==> config.mk <==
export PLATFORM = sky130hd
export DESIGN_NAME = peripheral_bus_hub
export DESIGN_NICKNAME = d
export VERILOG_FILES = /design/src/rtl/peripheral_bus_hub.sv
export SDC_FILE = /design/constraint.sdc
export NUM_CORES = 1
export LEC_CHECK = 0
export CAP_MARGIN = 40
export CELL_PAD_IN_SITES_DETAIL_PLACEMENT = 2
export CELL_PAD_IN_SITES_GLOBAL_PLACEMENT = 2
export CORE_ASPECT_RATIO = 1.5
export CORE_UTILIZATION = 21
export DETAILED_ROUTE_END_ITERATION = 12
export MAX_ROUTING_LAYER = met4
export PLACE_DENSITY = 0.9
export REMOVE_ABC_BUFFERS = 1
export SYNTH_ARGS = -nofsm -noshare
export SYNTH_HDL_FRONTEND = slang
export SYNTH_SLANG_ARGS = --single-unit
==> constraint.sdc <==
create_clock -name clk -period 5.4 [get_ports clk]
set_input_delay 1.08 -clock clk [delete_from_list [all_inputs] [get_ports clk]]
set_output_delay 1.08 -clock clk [all_outputs]
set_load 0.01 [all_outputs]
==> src/rtl/peripheral_bus_hub.sv <==
// Memory-mapped hub between the CPU data port and up to eight peripheral slots.
// Optional ACCESS watchdog is compiled in with `define PERIPHERAL_BUS_TIMEOUT_EN.
module peripheral_bus_hub #(
    parameter int NUM_SLOTS      = 4,
    parameter int DATA_WIDTH     = 32,
    parameter int TIMEOUT_CYCLES = 15
) (
    input  logic                            clk,
    input  logic                            reset,
    input  logic                            readEnable,
    input  logic                            writeEnable,
    input  logic [30:0]                     address,
    input  logic [DATA_WIDTH-1:0]           dataIn,
    output logic [DATA_WIDTH-1:0]           dataOut,
    output logic                            ready,
    output logic                            busError,
    output logic [7:0]                      errorCount,
    output logic [NUM_SLOTS-1:0]            slotSel,
    output logic                            slotRead,
    output logic                            slotWrite,
    output logic [27:0]                     slotAddress,
    output logic [DATA_WIDTH-1:0]           slotDataOut,
    input  logic [NUM_SLOTS*DATA_WIDTH-1:0] slotDataIn,
    input  logic [NUM_SLOTS-1:0]            slotReady,
    output logic [1:0]                      fsm_state
);

    localparam logic [1:0] S_IDLE    = 2'd0;
    localparam logic [1:0] S_ACCESS  = 2'd1;
    localparam logic [1:0] S_RESPOND = 2'd2;

    // Handshake: the CPU holds readEnable/writeEnable until it sees ready=1
    // (a one-cycle pulse, qualified by busError); enables are sampled only in IDLE.
    // Toward a slot, slotRead/slotWrite stay high until that slot's slotReady is seen.

    logic [1:0]            state;
    logic                  write_q;
    logic [2:0]            slot_q;
    logic                  err_q;
    logic [2:0]            req_slot;
    logic                  req_mapped;
    logic                  slot_hit;
    logic                  timeout_hit;
    logic [DATA_WIDTH-1:0] slot_rdata;

    assign req_slot   = address[30:28];
    assign req_mapped = 32'(req_slot) < NUM_SLOTS;

    always_comb begin
        slotSel    = '0;
        slot_rdata = '0;
        for (int i = 0; i < NUM_SLOTS; i++) begin
            slotSel[i] = (state == S_ACCESS) && (32'(slot_q) == i);
            if (32'(slot_q) == i) begin
                slot_rdata = slotDataIn[i*DATA_WIDTH +: DATA_WIDTH];
            end
        end
    end

    // Only the selected slot's ready can complete the access.
    assign slot_hit = |(slotSel & slotReady);

`ifdef PERIPHERAL_BUS_TIMEOUT_EN
    logic [7:0] wait_cnt;

    always_ff @(posedge clk or posedge reset) begin
        if (reset) begin
            wait_cnt <= '0;
        end else if (state != S_ACCESS) begin
            wait_cnt <= '0;
        end else begin
            wait_cnt <= wait_cnt + 8'd1;
        end
    end

    // wait_cnt counts ACCESS cycles already completed; a slot ready in the last
    // allowed cycle still wins because slot_hit is checked first.
    assign timeout_hit = (state == S_ACCESS) && (wait_cnt == 8'(TIMEOUT_CYCLES - 1));
`else
    localparam int unused_timeout = TIMEOUT_CYCLES;
    assign timeout_hit = 1'b0;
`endif

    always_ff @(posedge clk or posedge reset) begin
        if (reset) begin
            state       <= S_IDLE;
            write_q     <= 1'b0;
            slot_q      <= '0;
            err_q       <= 1'b0;
            dataOut     <= '0;
            errorCount  <= '0;
            slotAddress <= '0;
            slotDataOut <= '0;
        end else begin
            case (state)
                S_IDLE: begin
                    if (readEnable || writeEnable) begin
                        write_q     <= writeEnable;
                        slot_q      <= req_slot;
                        slotAddress <= address[27:0];
                        slotDataOut <= dataIn;
                        if (req_mapped) begin
                            state <= S_ACCESS;
                        end else begin
                            state   <= S_RESPOND;
                            err_q   <= 1'b1;
                            dataOut <= '0;
                        end
                    end
                end
                S_ACCESS: begin
                    if (slot_hit) begin
                        state   <= S_RESPOND;
                        err_q   <= 1'b0;
                        dataOut <= write_q ? '0 : slot_rdata;
                    end else if (timeout_hit) begin
                        state   <= S_RESPOND;
                        err_q   <= 1'b1;
                        dataOut <= '0;
                    end
                end
                S_RESPOND: begin
                    state <= S_IDLE;
                    if (err_q && (errorCount != 8'hFF)) begin
                        errorCount <= errorCount + 8'd1;
                    end
                end
                default: state <= S_IDLE;
            endcase
        end
    end

    assign ready     = (state == S_RESPOND);
    assign busError  = (state == S_RESPOND) && err_q;
    assign slotRead  = (state == S_ACCESS) && !write_q;
    assign slotWrite = (state == S_ACCESS) && write_q;
    assign fsm_state = state;

endmodule

# Word level (Yosys, flattened, before mapping)
# Cells that the tools add are included.
# word_totals
ff_bits,107
inputBits,199
# op_classes
addsub,1
magnitude_cmp,1
n_eq_ne,9
n_mux,17
bitwise,1
n_reduce_logical,18
# ops
cell,n
32-bit 2-to-1 mux,8
32-bit one-hot mux with 2 select lines,1
"8-bit by 1-bit adder with 8-bit output, second input constant",1
1-bit logical AND,8
"8-bit != test, second input constant",1
"3-bit by 2-bit == test with 1-bit output, second input constant",2
2-bit 2-to-1 mux,3
"2-bit != test, second input constant",3
2-bit AND reduction,3
4-bit AND,1
2-bit one-hot mux with 2 select lines,1
4-bit AND reduction,1
4-bit OR reduction,1
"3-bit by 1-bit == test with 1-bit output, second input constant",1
3-bit logical NOT,1
"3-bit < comparator, second input constant",1
1-bit 2-to-1 mux,3
"2-bit by 1-bit == test with 1-bit output, second input constant",1
"2-bit == test, second input constant",1
2-bit logical NOT,1
1-bit one-hot mux with 2 select lines,1
2-bit nonzero test,1
1-bit logical NOT,1
1-bit logical OR,1

# Depth between registers and ports, before layout
# logic_depth
word_depth,8
mapped_depth,6

# Least setup slack after synthesis
# Ideal clock, no wire load.
# synth_timing
path_kind,reg-to-output
from,reg slot_q[1]
to,out slotSel[0]
arrival_ns,1.285
required_ns,4.320
path_slack_ns,3.035
stages_incl_launch_ff,5
n_path_buf,3
cell_sequence,dfrtp_1 buf_2 buf_2 buf_1 nor4_1
# synth_between
elab_chain_len,2
# synth_lines
item,line_no,text
from (decl),38,logic [2:0] slot_q;
from (signal assigned),99,slot_q <= req_slot;
3-bit logical NOT,53,slotSel[i] = (state == S_ACCESS) && (32'(slot_q) == i);
1-bit logical AND,53,
to (decl),18,"output logic [NUM_SLOTS-1:0] slotSel,"
# Every way passes these cells.

# Final worst setup path
# layout_timing
from,reg slot_q[0]
to,out slotSel[3]
# layout_between
elab_chain_len,2
# layout_lines
item,line_no
3-bit by 2-bit == test with 1-bit output,53
1-bit logical AND,53
# Every way passes these cells.

==> impl_metrics.tcl <==
set metrics [dict create \
    crit_required_ns 4.32 \
    number_of_distinct_standard_cells_referenced_by_the_synthesized_netlist 36 \
    finClkSkew_ns 0.00568 \
    postSynthAreaPerCell_um2 9.13 \
    area.growth.synth_to_final_pct 75.1 \
    netlist_area_um2 4970 \
    ys_top_cells_by_area "sky130_fd_sc_hd__dfrtp_1 (54%), sky130_fd_sc_hd__nand2_1 (17%), sky130_fd_sc_hd__a211o_1 (5.6%)" \
    cp_data_arrival_time_ns 2.24 \
    synth_top_family_by_area "simple AND/OR/NAND/NOR gates" \
    design.portCount 309 \
    overflow 0 \
    insertion_delay_ns 0.35 \
    route.vias.total 5247 \
    drtIter0Drc 109 \
    cts_h_tree_lvls 3 \
    path_class "register to output pin" \
    highest_clock_frequency_the_design_can_meet_mhz 301 \
    largest_area_contributor_in_the_netlist "sky130_fd_sc_hd__dfrtp_1" \
    post_synth_and_or_nand_nor_area_fraction_pct 24.3 \
    routed_wirelength_um 21200 \
    total_setup_violations_reported_at_the_end_of_the_flow 0 \
    clock_sinks 107 \
    synth_warnings 0 \
    crit_path_top_delay_cell "sky130_fd_sc_hd__clkdlybuf4s50_1" \
    fillers 2567 \
    worst_setup_hold_path_clk_slew_ns 0.07 \
    core_um2 23100 \
    leakagePower_uw 0.00383 \
    grt_pass1_vias 5990 \
    wire_per_inst_um 18.3 \
    firstDrtPassIters 3 \
    grt_antenna_before_repair 3 \
    die_x_um 128 \
    endpoint_kind "output pin" \
    tightest_slew_ns 1.06 \
    globalplace.congestion 0.725 \
    final_critical_path_setup_slack_ns 2.08 \
    pin_count_of_the_biggest_net_entering_global_routing 58 \
    remaining_drc_errors 0 \
    preCtsSetupSlack_ns 2.12 \
    post-cts-setup-buffers 0 \
    gr-usage-all-layers_pct 18.4 \
    grt_setup_unrepaired "no" \
    grt_first_pass_wirelength_um 32800 \
    power.ir.vdd_worst_uv 203 \
    final_layout_size_suffix_gt1_share_pct 3.93 \
    clock_tree.buffer_depth 2 \
    reg2reg_depth 5 \
    finalWorstPathRequiredPeriod_ns 3.32 \
    antenna_violating_nets_post_route 0 \
    postSynthCellCount 544 \
    numPortBuffers 308 \
    critical-path-top-cell-by-count "sky130_fd_sc_hd__buf_4" \
    max-cap-violations 0 \
    number_of_standard_cell_rows_in_the_floorplan 68 \
    final.hold.worst_slack_ns 0.479 \
    report.final.slew_viol_count 0 \
    timing.hold.worst.class "register to register" \
    cts-resized-gates 0 \
    list_of_cells_traversed_by_the_critical_path "buf_4 > nand3b_1 > buf_4 > nor2_1 > clkdlybuf4s50_1" \
    post_synth_mux_area_share_pct 0.680 \
    worstSetupStartpointType "register" \
    holdBufCountCts 0 \
    ctsRootBufferMaster "sky130_fd_sc_hd__clkbuf_16" \
    critical_path.max_fanout 39 \
    outcome "finished clean" \
    design.die.area_um2 24300 \
    synth.ff_latch_count 107 \
    tritoncts "built" \
    drt-vias-per-instance 4.53 \
    critical_path.max_stage_delay_ns 0.56 \
    netlist.area_leader.share_pct 53.9 \
    finalSetupTns_ns 0 \
    min_delay_path_depth 2 \
    synth_compound_gate_area_share_pct 15.9 \
    report.power.total_uw 4650 \
    synth_xor_xnor_area_share_pct 1.23 \
    power_density_nw_per_um2 535 \
    synth-adder-area-share_pct 0.252 \
    die_h_um 190 \
    fin_crit_sh_pct 61.5 \
    final_net_count 1035 \
    slew_headroom_pct 29.2 \
    yosysSeqAreaShare_pct 53.9 \
    hold_violations 0 \
    cts-buffers-inserted 9 \
    initial_core_utilization_pct 21.5 \
    dp_hpwl_um 16600 \
]
layout by cell type, fill, tap and decap left out, types with 2 or more instances in the layout:
cell	n
sky130_fd_sc_hd__nand2_1	222
sky130_fd_sc_hd__inv_6	2
sky130_fd_sc_hd__bufinv_16	2
sky130_fd_sc_hd__nand3_1	5
sky130_fd_sc_hd__and3b_1	3
sky130_fd_sc_hd__buf_4	8
sky130_fd_sc_hd__nand2b_1	2
sky130_fd_sc_hd__clkdlybuf4s50_1	308
sky130_fd_sc_hd__o21ai_0	3
sky130_fd_sc_hd__xor2_1	5
sky130_fd_sc_hd__o221ai_1	32
sky130_fd_sc_hd__nor2b_1	34
sky130_fd_sc_hd__o21ai_1	30
sky130_fd_sc_hd__dfrtp_1	106
sky130_fd_sc_hd__a211o_1	32
sky130_fd_sc_hd__nor3_1	2
sky130_fd_sc_hd__inv_1	2
sky130_fd_sc_hd__clkbuf_16	9
sky130_fd_sc_hd__nor2_1	8
sky130_fd_sc_hd__diode_2	3
sky130_fd_sc_hd__xnor2_1	2
flip-flops by register name (all words and copies together) (netlist names):
register     cells
slot_q           3
dataOut         32
write_q          1
fsm_state        2
errorCount       8
slotAddress     28
err_q            1
slotDataOut     32
per-stage QoR:
stage	utilization, %	std cells	cell area [µm²]
floorplan	-	507	4790
global placement	36.0	1138	8330
detailed placement	36.1	1139	8360
CTS	37.5	1155	8690
global route	37.6	1158	8690
finish	37.6	1158	8690
worst max-delay path: cells and delay by family (launching register included):
| family | cells | cell delay [ns] |
|---|---|---|
| buffers and inverters | 3 | 1.24 |
| flip-flops | 1 | 0.33 |
| AND/OR/NAND/NOR | 2 | 0.29 |
logic make-up after synthesis:
group / after synthesis
simple gates: 284
flops: 107
compound gates: 103
buf+inv: 40
xor+xnor: 7
mux: 2
fa+ha+maj: 1
power breakdown:
part,switching (µW),internal (µW),total [µW]
clock network,316,423,739
registers,268,1190,1460
logic,1260,1200,2450
layout make-up:
cell class,instances,area (µm²),share of cell area (%)
timing repair buffer,317,3170,36.5
sequential,107,2680,30.8
antenna,3,7.51,0.0863
clock buffer,11,243,2.79
clock inverter,5,82.6,0.950
multi-input combinational,397,2100,24.2
tap,315,394,4.53
inverter,3,13.8,0.158
Yosys cell counts, drive strengths merged:
| cell | n |
|---|---|
| xnor2 | 2 |
| nor3 | 2 |
| a211o | 32 |
| dfrtp | 107 |
| nand2 | 223 |
| nor4 | 1 |
| or2 | 1 |
| buf | 13 |
| o22ai | 1 |
| o221ai | 32 |
| clkbuf | 24 |
| o21ai | 33 |
| mux2 | 1 |
| nand3b | 1 |
| mux4 | 1 |
| nor2 | 8 |
| o211ai | 1 |
| a32oi | 1 |
| and3 | 1 |
| nor2b | 34 |
| a21o | 1 |
| nand4 | 1 |
| nor3b | 1 |
| and2 | 1 |
| nand3 | 5 |
| xor2 | 5 |
| a22o | 1 |
| and3b | 3 |
| ha | 1 |
| inv | 3 |
| a21oi | 1 |
| nand2b | 2 |
final timing paths:
| check | start | to | slack [ns] |
|---|---|---|---|
| hold / removal | slotDataOut[30] | slotDataOut[30] | 0.48 |
| setup reg to reg | slot_q[1] | dataOut[1] | 2.56 |
| min in group asynchronous | reset | dataOut[19] | 1.08 |
| setup / recovery | slot_q[0] | slotSel[3] | 2.08 |
| hold reg to reg | slotDataOut[30] | slotDataOut[30] | 0.48 |
| max in group asynchronous | reset | slotDataOut[11] | 3.23 |
per-layer routing:
metal / GRT usage [%] / wire length [µm]
met3: 4.41 / 1340
met4: 8.93 / 789
met2: 34.8 / 11700
met5: - / 0
met1: 17.2 / 7360
Power figures use the tool's default switching activity.
